**config.mk**
```make
export PLATFORM = sky130hd
export DESIGN_NAME = ctrl_pipe_unit
export DESIGN_NICKNAME = d
export VERILOG_FILES = /design/src/rtl/ctrl_pipe_unit.sv
export SDC_FILE = /design/constraint.sdc
export NUM_CORES = 1
export LEC_CHECK = 0
export CORE_MARGIN = 3
export CORE_UTILIZATION = 40
export CTS_BUF_LIST = sky130_fd_sc_hd__clkbuf_8
export DETAILED_ROUTE_END_ITERATION = 7
export PLACE_DENSITY = 0.75
export SYNTH_ARGS = -nofsm -noshare
export SYNTH_HDL_FRONTEND = slang
export SYNTH_SLANG_ARGS = --single-unit
export TNS_END_PERCENT = 10
```
**constraint.sdc**
```tcl
create_clock -name clk -period 2.2 [get_ports clk]
set_clock_uncertainty 0.05 [all_clocks]
set_input_delay 0.22 -clock clk [delete_from_list [all_inputs] [get_ports clk]]
set_output_delay 0.22 -clock clk [all_outputs]
set_load 0.05 [all_outputs]
```
**src/rtl/ctrl_pipe_unit.sv**
```systemverilog
// PCPU ID-stage control: decode into the ID/EX bundle, load-use and MDU stalls,
// redirect flush, and the multiply/divide latency sequencer.
module ctrl_pipe_unit #(
  parameter int MULT_LAT = 4,
  parameter int DIV_LAT  = 32,
  parameter int RA_W     = 5
) (
  input  logic            clk,
  input  logic            rst,
  input  logic [31:0]     instr,
  input  logic            id_valid,
  input  logic            ex_redirect,
  output logic [3:0]      ex_pcwritecond,
  output logic            ex_memread,
  output logic            ex_memwrite,
  output logic            ex_regdata,
  output logic            ex_alusrca,
  output logic            ex_alusrcb,
  output logic            ex_regwrite,
  output logic [1:0]      ex_jump,
  output logic [1:0]      ex_link,
  output logic [1:0]      ex_extop,
  output logic [3:0]      ex_aluop,
  output logic [RA_W-1:0] ex_wreg,
  output logic            ex_illegal,
  output logic            mdu_start,
  output logic [1:0]      mdu_op,
  output logic            mdu_busy,
  output logic            pc_stall,
  output logic            if_flush
);

  localparam int CW = $clog2(DIV_LAT + 1);

  localparam logic [5:0] OP_RTYPE = 6'h00, OP_REGIMM = 6'h01, OP_J    = 6'h02, OP_JAL  = 6'h03,
                         OP_BEQ   = 6'h04, OP_BNE    = 6'h05, OP_BLEZ = 6'h06, OP_BGTZ = 6'h07,
                         OP_ADDI  = 6'h08, OP_ADDIU  = 6'h09, OP_SLTI = 6'h0A, OP_SLTIU = 6'h0B,
                         OP_ANDI  = 6'h0C, OP_ORI    = 6'h0D, OP_XORI = 6'h0E, OP_LUI  = 6'h0F,
                         OP_LB    = 6'h20, OP_LH     = 6'h21, OP_LW   = 6'h23, OP_LBU  = 6'h24,
                         OP_LHU   = 6'h25, OP_SB     = 6'h28, OP_SH   = 6'h29, OP_SW   = 6'h2B;

  localparam logic [3:0] COND_BEQ = 4'd1, COND_BNE = 4'd2, COND_BLEZ = 4'd3, COND_BGTZ = 4'd4,
                         COND_BLTZ = 4'd5, COND_BGEZ = 4'd6;

  localparam logic [3:0] ALUOP_NOP = 4'd0, ALUOP_R = 4'd1, ALUOP_ADD = 4'd2, ALUOP_ADDU = 4'd3,
                         ALUOP_SLT = 4'd4, ALUOP_SLTU = 4'd5, ALUOP_AND = 4'd6, ALUOP_OR = 4'd7,
                         ALUOP_XOR = 4'd8, ALUOP_LUI = 4'd9, ALUOP_SUB = 4'd10;

  localparam logic [1:0] EXTOP_ARITH = 2'b01, EXTOP_LOGIC = 2'b10;
  localparam logic [1:0] JMP_ABS = 2'b01, JMP_REG = 2'b11;
  localparam logic [1:0] LNK_R31 = 2'b01, LNK_RD = 2'b10;

  typedef struct packed {
    logic [3:0]      pcwritecond;
    logic            memread;
    logic            memwrite;
    logic            regdata;
    logic            alusrca;
    logic            alusrcb;
    logic            regwrite;
    logic [1:0]      jump;
    logic [1:0]      link;
    logic [1:0]      extop;
    logic [3:0]      aluop;
    logic [RA_W-1:0] wreg;
    logic            illegal;
  } ctrl_t;

  logic [5:0]      opc, fn;
  logic [RA_W-1:0] ra_rs, ra_rt, ra_rd;
  ctrl_t           dec, ex_d, ex_q;
  logic            is_mdu, is_mfx, reads_rt, bad_op;
  logic            load_use, mdu_hz, issue;
  logic [CW-1:0]   cnt_d, cnt_q;
  logic            start_d, start_q;
  logic [1:0]      op_d, op_q;
  logic            unused_shamt;

  assign opc   = instr[31:26];
  assign fn    = instr[5:0];
  assign ra_rs = RA_W'(instr[25:21]);
  assign ra_rt = RA_W'(instr[20:16]);
  assign ra_rd = RA_W'(instr[15:11]);
  assign unused_shamt = ^instr[10:6];

  always_comb begin
    dec      = '0;
    is_mdu   = 1'b0;
    is_mfx   = 1'b0;
    reads_rt = 1'b0;
    bad_op   = 1'b0;
    case (opc)
      OP_RTYPE: begin
        reads_rt = 1'b1;
        case (fn)
          6'h00, 6'h02, 6'h03: begin
            dec.aluop = ALUOP_R; dec.regwrite = 1'b1; dec.wreg = ra_rd; dec.alusrca = 1'b1;
          end
          6'h04, 6'h06, 6'h07, 6'h20, 6'h21, 6'h22, 6'h23,
          6'h24, 6'h25, 6'h26, 6'h27, 6'h2A, 6'h2B: begin
            dec.aluop = ALUOP_R; dec.regwrite = 1'b1; dec.wreg = ra_rd;
          end
          6'h08: dec.jump = JMP_REG;
          6'h09: begin
            dec.jump = JMP_REG; dec.link = LNK_RD; dec.regwrite = 1'b1; dec.wreg = ra_rd;
          end
          6'h10, 6'h12: begin
            is_mfx = 1'b1; dec.regwrite = 1'b1; dec.wreg = ra_rd; dec.aluop = ALUOP_NOP;
          end
          6'h18, 6'h19, 6'h1A, 6'h1B: is_mdu = 1'b1;
          default: bad_op = 1'b1;
        endcase
      end
      OP_REGIMM, OP_BEQ, OP_BNE, OP_BLEZ, OP_BGTZ: begin
        dec.extop = EXTOP_ARITH;
        dec.aluop = ALUOP_SUB;
        case (opc)
          OP_BEQ:  begin dec.pcwritecond = COND_BEQ; reads_rt = 1'b1; end
          OP_BNE:  begin dec.pcwritecond = COND_BNE; reads_rt = 1'b1; end
          OP_BLEZ: dec.pcwritecond = COND_BLEZ;
          OP_BGTZ: dec.pcwritecond = COND_BGTZ;
          default: dec.pcwritecond = instr[16] ? COND_BGEZ : COND_BLTZ;
        endcase
      end
      OP_ADDI, OP_ADDIU, OP_SLTI, OP_SLTIU, OP_ANDI, OP_ORI, OP_XORI, OP_LUI: begin
        dec.alusrcb  = 1'b1;
        dec.regwrite = 1'b1;
        dec.wreg     = ra_rt;
        dec.extop    = opc[2] ? EXTOP_LOGIC : EXTOP_ARITH;
        case (opc)
          OP_ADDI:  dec.aluop = ALUOP_ADD;
          OP_ADDIU: dec.aluop = ALUOP_ADDU;
          OP_SLTI:  dec.aluop = ALUOP_SLT;
          OP_SLTIU: dec.aluop = ALUOP_SLTU;
          OP_ANDI:  dec.aluop = ALUOP_AND;
          OP_ORI:   dec.aluop = ALUOP_OR;
          OP_XORI:  dec.aluop = ALUOP_XOR;
          default:  dec.aluop = ALUOP_LUI;
        endcase
      end
      OP_LB, OP_LH, OP_LW, OP_LBU, OP_LHU: begin
        dec.memread = 1'b1; dec.regdata = 1'b1; dec.aluop = ALUOP_ADD; dec.extop = EXTOP_ARITH;
        dec.alusrcb = 1'b1; dec.regwrite = 1'b1; dec.wreg = ra_rt;
      end
      OP_SB, OP_SH, OP_SW: begin
        reads_rt = 1'b1;
        dec.memwrite = 1'b1; dec.aluop = ALUOP_ADD; dec.extop = EXTOP_ARITH; dec.alusrcb = 1'b1;
      end
      OP_J:   dec.jump = JMP_ABS;
      OP_JAL: begin
        dec.jump = JMP_ABS; dec.link = LNK_R31; dec.regwrite = 1'b1; dec.wreg = {RA_W{1'b1}};
      end
      default: bad_op = 1'b1;
    endcase
    // $0 is never a real destination
    if (dec.wreg == '0) dec.regwrite = 1'b0;
    if (bad_op) begin
      dec         = '0;
      dec.illegal = 1'b1;
    end
  end

  // Hazards look at the bundle already in EX, i.e. the instruction one ahead.
  assign load_use = ex_q.memread && (ex_q.wreg != '0) &&
                    ((ex_q.wreg == ra_rs) || (reads_rt && (ex_q.wreg == ra_rt)));
  assign mdu_hz   = mdu_busy && (is_mdu || is_mfx);
  assign pc_stall = id_valid && !ex_redirect && (load_use || mdu_hz);
  assign if_flush = ex_redirect;
  assign issue    = id_valid && !ex_redirect && !pc_stall && is_mdu;
  assign mdu_busy = (cnt_q != '0);

  always_comb begin
    ex_d    = '0;
    start_d = issue;
    op_d    = op_q;
    cnt_d   = cnt_q;
    if (!ex_redirect && !pc_stall && id_valid) ex_d = dec;
    if (issue) begin
      op_d  = fn[1:0];
      cnt_d = fn[1] ? CW'(DIV_LAT) : CW'(MULT_LAT);
    end else if (cnt_q != '0) begin
      cnt_d = cnt_q - CW'(1);
    end
  end

  always_ff @(posedge clk) begin
    if (!rst) begin
      ex_q    <= '0;
      start_q <= 1'b0;
      op_q    <= 2'b00;
      cnt_q   <= '0;
    end else begin
      ex_q    <= ex_d;
      start_q <= start_d;
      op_q    <= op_d;
      cnt_q   <= cnt_d;
    end
  end

  assign ex_pcwritecond = ex_q.pcwritecond;
  assign ex_memread     = ex_q.memread;
  assign ex_memwrite    = ex_q.memwrite;
  assign ex_regdata     = ex_q.regdata;
  assign ex_alusrca     = ex_q.alusrca;
  assign ex_alusrcb     = ex_q.alusrcb;
  assign ex_regwrite    = ex_q.regwrite;
  assign ex_jump        = ex_q.jump;
  assign ex_link        = ex_q.link;
  assign ex_extop       = ex_q.extop;
  assign ex_aluop       = ex_q.aluop;
  assign ex_wreg        = ex_q.wreg;
  assign ex_illegal     = ex_q.illegal;
  assign mdu_start      = start_q;
  assign mdu_op         = op_q;

endmodule

```
After elaboration in Yosys (flattened, before gate mapping)
Cells that the tools add are included.
{"block": "totals", "reg_bits": 34, "latch_bits": 0, "ram_bits": 0, "rom_bits": 0, "word_cells": 145, "mem_count": 0}
{"block": "op_classes", "n_addsub": 1, "multipliers": 0, "div": 0, "n_lt_le_gt_ge": 0, "eq_ne": 48, "shifts": 0, "n_mux": 31, "bitwise": 4, "reduce_logical": 46}
{"op": "$eq 6x6->1 const B", "n": 18}
{"op": "$eq 6x4->1 const B", "n": 10}
{"op": "$eq 6x3->1 const B", "n": 7}
{"op": "$eq 6x5->1 const B", "n": 6}
{"op": "$reduce_or 16->1", "n": 2}
{"op": "$pmux 4 s7", "n": 1}
{"op": "$reduce_or 13->1", "n": 2}
{"op": "$eq 6x2->1 const B", "n": 4}
{"op": "$reduce_or 24->1", "n": 1}
{"op": "$reduce_or 23->1", "n": 1}
{"op": "$reduce_or 4->1", "n": 5}
{"op": "$reduce_or 19->1", "n": 1}
{"op": "$mux 6", "n": 3}
{"op": "$pmux 4 s4", "n": 1}
{"op": "$reduce_or 8->1", "n": 2}
{"op": "$pmux 5 s3", "n": 1}
{"op": "$reduce_or 14->1", "n": 1}
{"op": "$mux 1", "n": 13}
{"op": "$logic_not 6->1", "n": 2}
{"op": "$pmux 2 s2", "n": 3}
{"op": "$pmux 3 s4", "n": 1}
{"op": "$eq 5x5->1", "n": 2}
{"op": "$logic_and 1x1->1", "n": 10}
{"op": "$reduce_or 5->1", "n": 2}
{"op": "15 further kinds", "n": 31}

Longest topological paths before layout
Gate-level depths: netlist (run 1).
{"block": "depth", "word_depth": 14, "mapped_depth": 9, "mapped_depth_nobuf": 7}

Worst setup path before layout (run 1)
No wires, ideal clock.
{"block": "synth_timing", "path_kind": "reg2reg", "from": "register ex_q, in the netlist ex_wreg[1]", "to": "register ex_q, in the netlist ex_pcwritecond[0]", "setup_time_ns": 0.073, "t_arrival_ns": 2.351, "required_time_ns": 2.077, "path_slack_ns": -0.274, "stages_incl_launch_ff": 9, "path_buffers": 2, "cell_sequence": "dfxtp_1 -> or4_4 -> o21ai_2 -> nand4b_2 -> o21ai_2 -> or4_4 -> buf_6 -> buf_8 -> nor3_4"}
{"block": "synth_between", "elab_chain_cells": 11}
{"item": "start, declared", "line_no": "71", "rtl": "ctrl_t dec, ex_d, ex_q;"}
{"item": "start signal, assigned", "line_no": "188", "rtl": "ex_q <= '0;"}
{"item": "start signal, assigned", "line_no": "193", "rtl": "ex_q <= ex_d;"}
{"item": "$eq 5x5->1", "line_no": "165", "rtl": "((ex_q.wreg == ra_rs) || (reads_rt && (ex_q.wreg == ra_rt)));"}
{"item": "$logic_and 1x1->1", "line_no": "165"}
{"item": "$logic_or 1x1->1", "line_no": "165"}
{"item": "$logic_and 1x1->1 (*)", "line_no": "164", "rtl": "assign load_use = ex_q.memread && (ex_q.wreg != '0) &&"}
{"item": "$logic_or 1x1->1 (*)", "line_no": "167", "rtl": "assign pc_stall = id_valid && !ex_redirect && (load_use || mdu_hz);"}
{"item": "$logic_and 1x1->1 (*)", "line_no": "167"}
{"item": "$logic_not 1->1 (*)", "line_no": "177", "rtl": "if (!ex_redirect && !pc_stall && id_valid) ex_d = dec;"}
{"item": "$logic_and 1x1->1 (*) (2 in series)", "line_no": "177"}
{"item": "$not 1->1 (no line) (*)"}
{"item": "$reduce_or 4->1 (no line) (*)"}
Mark *: on every way between the ends. The rest lies on a longest branch, timed or not.
A chain may end at the register's enable or synchronous reset.

Final worst setup path (run 1)
{"block": "layout_timing", "from": "register ex_q, in the netlist ex_wreg[2]", "to": "register ex_q, in the netlist ex_aluop[2]"}
{"block": "layout_between", "elab_chain_cells": 11}
{"item": "$eq 5x5->1", "line_no": "165"}
{"item": "$logic_and 1x1->1", "line_no": "165"}
{"item": "$logic_or 1x1->1", "line_no": "165"}
{"item": "$logic_and 1x1->1 (*)", "line_no": "164"}
{"item": "$logic_or 1x1->1 (*)", "line_no": "167"}
{"item": "$logic_and 1x1->1 (*)", "line_no": "167"}
{"item": "$logic_not 1->1 (*)", "line_no": "177"}
{"item": "$logic_and 1x1->1 (*) (2 in series)", "line_no": "177"}
{"item": "$not 1->1 (no line) (*)"}
{"item": "$reduce_or 3->1 (no line) (*)"}
Marks and branches as above.

==> impl_metrics.ini, run 1 <==
[hold_path]
hold_path_class = primary input to flop

[routing]
route.detailed.drc = 0
drtAntennaViolNets = 0
vias_per_cell = 5.09
vias = 1797
firstDrtPassIters = 4
drt-total-wl_um = 4770
post_drt_wl_per_cell_um = 13.5
drt-initial-drc-count = 122

[sta]
worst_pin_slew_ns = 0.514
rsz0062_at_grt = yes
slew_viol_final = 0
setup_viol = 22
layout_setup_ws_ns = -0.0922
final-hold-violation-count = 0
fmax_mhz = 436
finalCriticalPeriod_ns = 2.29
timing.final.crit_share = 1.04
slew_headroom = 0.656

[worst_setup_path]
critical_path.max_stage_delay_ns = 0.55
end_kind = flop
cp_max_fo = 10
crit_slowest_cell = or4_4
cp_cell_sequence = or4_4 > o21ai_4 > a211o_1 > o21ai_2 > or4_4 > buf_4 > nor3_2
arrival_ns = 2.45
critPathLaunchType = flop
critPathRequiredTime_ns = 2.36
path_common_cell = or4_4
criticalPathCategory = flop to flop

[run_status]
violations = setup timing
run_status = complete, but fails checks

[finish]
final_cell_mix = clkdlybuf4s50_1, buf_4, dfxtp_1, nor2_1, nand2_1
final_common_cell = clkdlybuf4s50_1
nets = 339
diodes = 0
utilization = 0.691
nFillCells = 342
drive_gt1_frac = 0.238
area_growth_pct = 63.4

[power]
leakage_nw = 1.10
power_w = 0.00185
powerDensity_nw_per_um2 = 656
irDropWorstVdd_v = 0.000671

[die]
ios = 68
rows = 23
start_util = 0.423
die_y_um = 71.7
die_w_um = 71.7
die_area_um2 = 5140
core_area_um2 = 4090

[synthesis]
async_reset_ff_frac = 0
synth_edf_count = 0
synth_top_family_by_area = simple AND/OR/NAND/NOR gates
synth_seq_cells = 33
synth.avg_cell_area_um2 = 8.51
synth_seq_area_share = 0.382
netlist_area_um2 = 1730
synthCells = 203
synth_compound_area_frac = 0.177
ys_dominant_reg_cell = dfxtp_1
synth.distinct_cells = 49
synth_nets = 240
yosys.area_share.simple = 0.282
synth_xor_xnor_area_share = 0.0760
synthTopCellsByArea = dfxtp_1, xnor2_1, nor2_1
synth_top_cell_by_area = dfxtp_1
synthMuxAreaShare = 0.00652
synth_top_area_share = 0.382
ys_warn_count = 0
synthAdderAreaFrac = 0.00724

[cts]
clock-root-buffer = clkbuf_8
clkSinkCount = 33
h-tree-depth = 2
hold_buffers = 0
cts_buffers = 5
cts_tree = done
cts_buffer_depth = 2
clk_pin_slew_ns = 0.07
clk_latency_ns = 0.28

[placed_design]
pre_cts_ws_ns = -0.200
gp_congestion = 0.902
io_buffers = 61
hpwlAfterDp_um = 3790

[global_route]
grt_pass1_wl_um = 7940
antenna_found_initial = 0
gr-total-overflow = 0
grt_max_degree = 12
grt_use_total = 0.195
grt_pass1_vias = 1746

[run]
drv_cap = 0
==> cell usage after synthesis (4+ instances only) <==
cell      number
inv_1         10
nor2_1        17
a22oi_1        6
dfxtp_1       33
nor3_2         6
nand3_1        6
o21ai_0       11
nor2b_1        6
nor3_1         8
xnor2_1        8
nand2_1       13
nor4_1         6
clkbuf_1       4
xor2_1         7
or3_1          4
a21oi_1       11
==> layer usage <==
| layer | GRT usage | wire length, um | part of all wire |
|---|---|---|---|
| met1 | 0.255 | 2170 | 0.45 |
| met2 | 0.321 | 2170 | 0.46 |
| met3 | 0.0477 | 375 | 0.079 |
| met4 | 0.0501 | 56 | 0.012 |
| met5 | 0 | 0 | 0 |
==> report_power, final <==
part	total [W]	internal, W	switching, W
registers	0.000669	0.000636	0.0000335
clock network	0.000672	0.000450	0.000222
logic	0.000509	0.000230	0.000279
==> through the flow <==
stage,instance area (um2),hold slack [ns],instances,setup TNS (ns)
2_1_floorplan,1750,0.248,203,-0.348
3_3_place_gp,2670,0.413,344,-3.10
3_5_place_dp,2670,0.440,344,-3.51
4_1_cts,2810,0.448,352,-1.46
5_1_grt,2820,0.422,353,-3.27
6_report,2820,0.389,353,-1.19
==> final cells by class <==
cell class | instances | area (um2) | area share
clock inverters | 3 | 65.1 | 0.0230
clock buffers | 5 | 68.8 | 0.0244
well taps | 50 | 62.6 | 0.0222
flip-flops and latches | 33 | 671 | 0.238
repair buffers | 104 | 943 | 0.334
multi-input cells | 148 | 975 | 0.345
inverters | 10 | 37.5 | 0.0133
==> final timing paths <==
kind,from,to,slack (ns),cells past startpoint
worst max-delay path,ex_wreg[2],ex_aluop[2],-0.09,7
worst min-delay path,instr[27],ex_jump[0],0.39,4
worst max register to register,ex_wreg[2],ex_aluop[2],-0.09,7
worst min register to register,mdu_op[1],mdu_op[1],0.44,2
==> cell families after synthesis <==
group	Yosys count
flops	33
other cells	1
mux	1
buf+inv	22
simple gates	83
compound gates	47
fa+ha+maj	1
xor+xnor	15
==> flip-flops by register name, indices dropped and copies added (netlist names) <==
register / flops
ex_jump: 2
mdu_start: 1
ex_link: 2
ex_aluop: 4
ex_regdata: 1
ex_extop: 2
ex_alusrca: 1
ex_regwrite: 1
ex_wreg: 5
ex_illegal: 1
ex_alusrcb: 1
mdu_op: 2
ex_pcwritecond: 3
ex_memwrite: 1
cnt_q: 6
==> worst max-delay path: cells and delay by family, from the launching register on <==
kind            cells  cell delay, ns
compound gates      3            0.44
flops               1            0.34
buf+inv             1            0.18
simple gates        3            1.22
==> repair_timing <==
item	in CTS	in global routing
pin swaps	1	1
cloned	0	0
resized for setup	1	2
endpoints found under the setup margin	22	27
buffers inserted	0	1
Note: power is estimated with default switching activity, not from simulation.
==> run 2: changes to the inputs <==
--- a/config.mk
+++ b/config.mk
@@ -9,6 +9,7 @@
 export CORE_UTILIZATION = 40
 export CTS_BUF_LIST = sky130_fd_sc_hd__clkbuf_8
 export DETAILED_ROUTE_END_ITERATION = 7
+export GPL_ROUTABILITY_DRIVEN = 0
 export PLACE_DENSITY = 0.75
 export SYNTH_ARGS = -nofsm -noshare
 export SYNTH_HDL_FRONTEND = slang
==> results of run 2 <==
Final layout, timing and power as in run 1 (identical DEF).
==> run 3: changes to the inputs <==
--- a/config.mk
+++ b/config.mk
@@ -5,12 +5,13 @@
 export SDC_FILE = /design/constraint.sdc
 export NUM_CORES = 1
 export LEC_CHECK = 0
+export ABC_AREA = 1
 export CORE_MARGIN = 3
 export CORE_UTILIZATION = 40
 export CTS_BUF_LIST = sky130_fd_sc_hd__clkbuf_8
 export DETAILED_ROUTE_END_ITERATION = 7
 export GPL_ROUTABILITY_DRIVEN = 0
-export PLACE_DENSITY = 0.75
+export PLACE_DENSITY = 0.74
 export SYNTH_ARGS = -nofsm -noshare
 export SYNTH_HDL_FRONTEND = slang
 export SYNTH_SLANG_ARGS = --single-unit
==> run 3 against run 2 <==
Against the previous run: sequential share of layout area shrank 0.36 points; largest power group is now registers; the run now ends clean; global-route usage down 2.3 points; cell count rose by 18%; critical path type is now primary input to output port; count of clock-buffer cells in the layout unchanged; register-to-register slack better by 0.46 ns.
==> impl_metrics.ini, run 3 <==
[hold_path]
hold_path_end = ex_extop[1]
hold_path_class = primary input to flop
hp-start = instr[29]
holdPathStages = 3

[sta]
timing.final.crit_share = 0.943
fmax_mhz = 482
finalCriticalPeriod_ns = 2.07
worst_pin_slew_ns = 0.510
rsz0062_at_grt = no
layout_setup_ws_ns = 0.126
slew_headroom = 0.659
final-hold-violation-count = 0
setup_viol = 0
slew_viol_final = 0

[die]
rows = 24
core_area_um2 = 4470
die_area_um2 = 5590
start_util = 0.423
ios = 68
die_y_um = 74.8
die_w_um = 74.8

[worst_setup_path]
criticalPathCategory = primary input to output port
r2r_end = ex_wreg[1]
end_kind = output port
cp_max_fo = 6
critPathLaunchType = primary input
rr_startpoint = cnt_q[0]
critPathRequiredTime_ns = 1.93
rr_worst_depth = 8
arrival_ns = 1.80
rrSetupSlack_ns = 0.37

[routing]
drt-total-wl_um = 4660
drtAntennaViolNets = 0
vias_per_cell = 4.78
route.detailed.drc = 0
post_drt_wl_per_cell_um = 11.2
firstDrtPassIters = 4
vias = 1990
drt-initial-drc-count = 88

[global_route]
gr-total-overflow = 0
antenna_found_initial = 0
grt_max_degree = 13
grt_use_total = 0.172
grt_pass1_wl_um = 7600
grt_pass1_vias = 1783

[synthesis]
synth_top_area_share = 0.349
synth.avg_cell_area_um2 = 6.73
ys_dominant_reg_cell = dfxtp_1
synth_commonest_cells = nand2_1, nor2_1, inv_1
synth_edf_count = 0
synth.distinct_cells = 33
synthCells = 281
async_reset_ff_frac = 0
synth.most_common_cell = nand2_1
synth_seq_cells = 33
synthTopCellsByArea = dfxtp_1, nand2_1, nor2_1
ys_warn_count = 0
netlist_area_um2 = 1890
synth_top_cell_by_area = dfxtp_1
synth_seq_area_share = 0.349
synth_nets = 318

[run_status]
run_status = completed

[finish]
nets = 400
top_register = cnt_q
final_common_cell = nand2_1
drive_gt1_frac = 0.168
nFillCells = 413
largest_reg_flops = 6
area_growth_pct = 49.3
diodes = 0
final_cell_mix = nand2_1, clkdlybuf4s50_1, nor2_1, inv_1, dfxtp_1

[placed_design]
io_buffers = 61
hpwlAfterDp_um = 3780
pre_cts_ws_ns = 0.00341

[power]
power_w = 0.00185
powerDensity_nw_per_um2 = 656
leakage_nw = 1.34
irDropWorstVdd_v = 0.000366

[cts]
clkSinkCount = 33
h-tree-depth = 2
clock-root-buffer = clkbuf_8
cts_tree = done
cts_buffers = 5
cts_buffer_depth = 2
clk_pin_slew_ns = 0.07
clk_latency_ns = 0.28
cts_setup_buffers = 0

[run]
drv_cap = 0
run 3: cell families (layout without fill, tap and decap cells):
logic type / Yosys count / in the layout / share of synthesized area
buffers and inverters: 45 / 128 / 0.104
and+or+nand+nor: 163 / 163 / 0.406
other: 1 / 1 / 0.00198
xor gates and xnor gates: 10 / 10 / 0.0463
AOI/OAI and AO/OA: 28 / 28 / 0.0853
DFF: 33 / 33 / 0.349
adders and majority gates: 1 / 1 / 0.00661
run 3: what timing repair did:
action | in CTS | in global routing
hold endpoints to repair | 0 | 0
resized for setup | 0 | 9
hold buffers | 0 | 0
setup endpoints to repair | 0 | 1
run 3: cell type report:
cell class	instances	area [um2]	share of cell area
multi-input cells	203	1060	0.374
repair buffers	81	778	0.276
flip-flops and latches	33	661	0.234
inverters	39	148	0.0523
clock buffers	5	68.8	0.0244
well taps	52	65.1	0.0230
clock inverters	3	46.3	0.0164
run 3: critical path, cell delays in order:
cell and delay (ns):
clkdlybuf4s50_1 0.46, nor2_4 0.17, buf_4 0.15, nand3_1 0.08, nand3_1 0.12, nand3_1 0.09, nand2_1 0.07, nand2_2 0.10
a21boi_2 0.20, buf_12 0.15
run 3: worst max-delay path by stage:
stage                       end      start  cells after the start
floorplan            ex_wreg[2]   cnt_q[0]                      9
global placement    ex_regwrite   instr[1]                     14
detailed placement  ex_regwrite   instr[1]                     14
CTS                    pc_stall  instr[29]                     10
global route           pc_stall  instr[31]                     10
finish                 pc_stall  instr[31]                     10
run 3: power breakdown:
part / internal, W / switching, W / total, W
Clock: 0.000339 / 0.000233 / 0.000572
Sequential: 0.000651 / 0.0000302 / 0.000681
Combinational: 0.000240 / 0.000360 / 0.000600
run 3: metal layers:
layer  part of all wire  track usage  vias up
li1                   -            -     1055
met1               0.44        0.216      869
met2               0.49        0.300       62
met3              0.066       0.0347        4
met4             0.0081       0.0455        0
met5                  0            0        -
run 3: metrics by stage:
| step | cell area (um2) | hold slack, ns | setup TNS, ns | cells | utilization |
|---|---|---|---|---|---|
| 2_1_floorplan | 1900 | 0.305 | -0.588 | 281 | - |
| 3_3_place_gp | 2680 | 0.411 | 0 | 408 | 0.599 |
| 3_5_place_dp | 2680 | 0.411 | 0 | 408 | 0.599 |
| 4_1_cts | 2790 | 0.422 | 0 | 416 | 0.624 |
| 5_1_grt | 2820 | 0.384 | 0 | 416 | 0.631 |
| 6_report | 2820 | 0.362 | 0 | 416 | 0.631 |
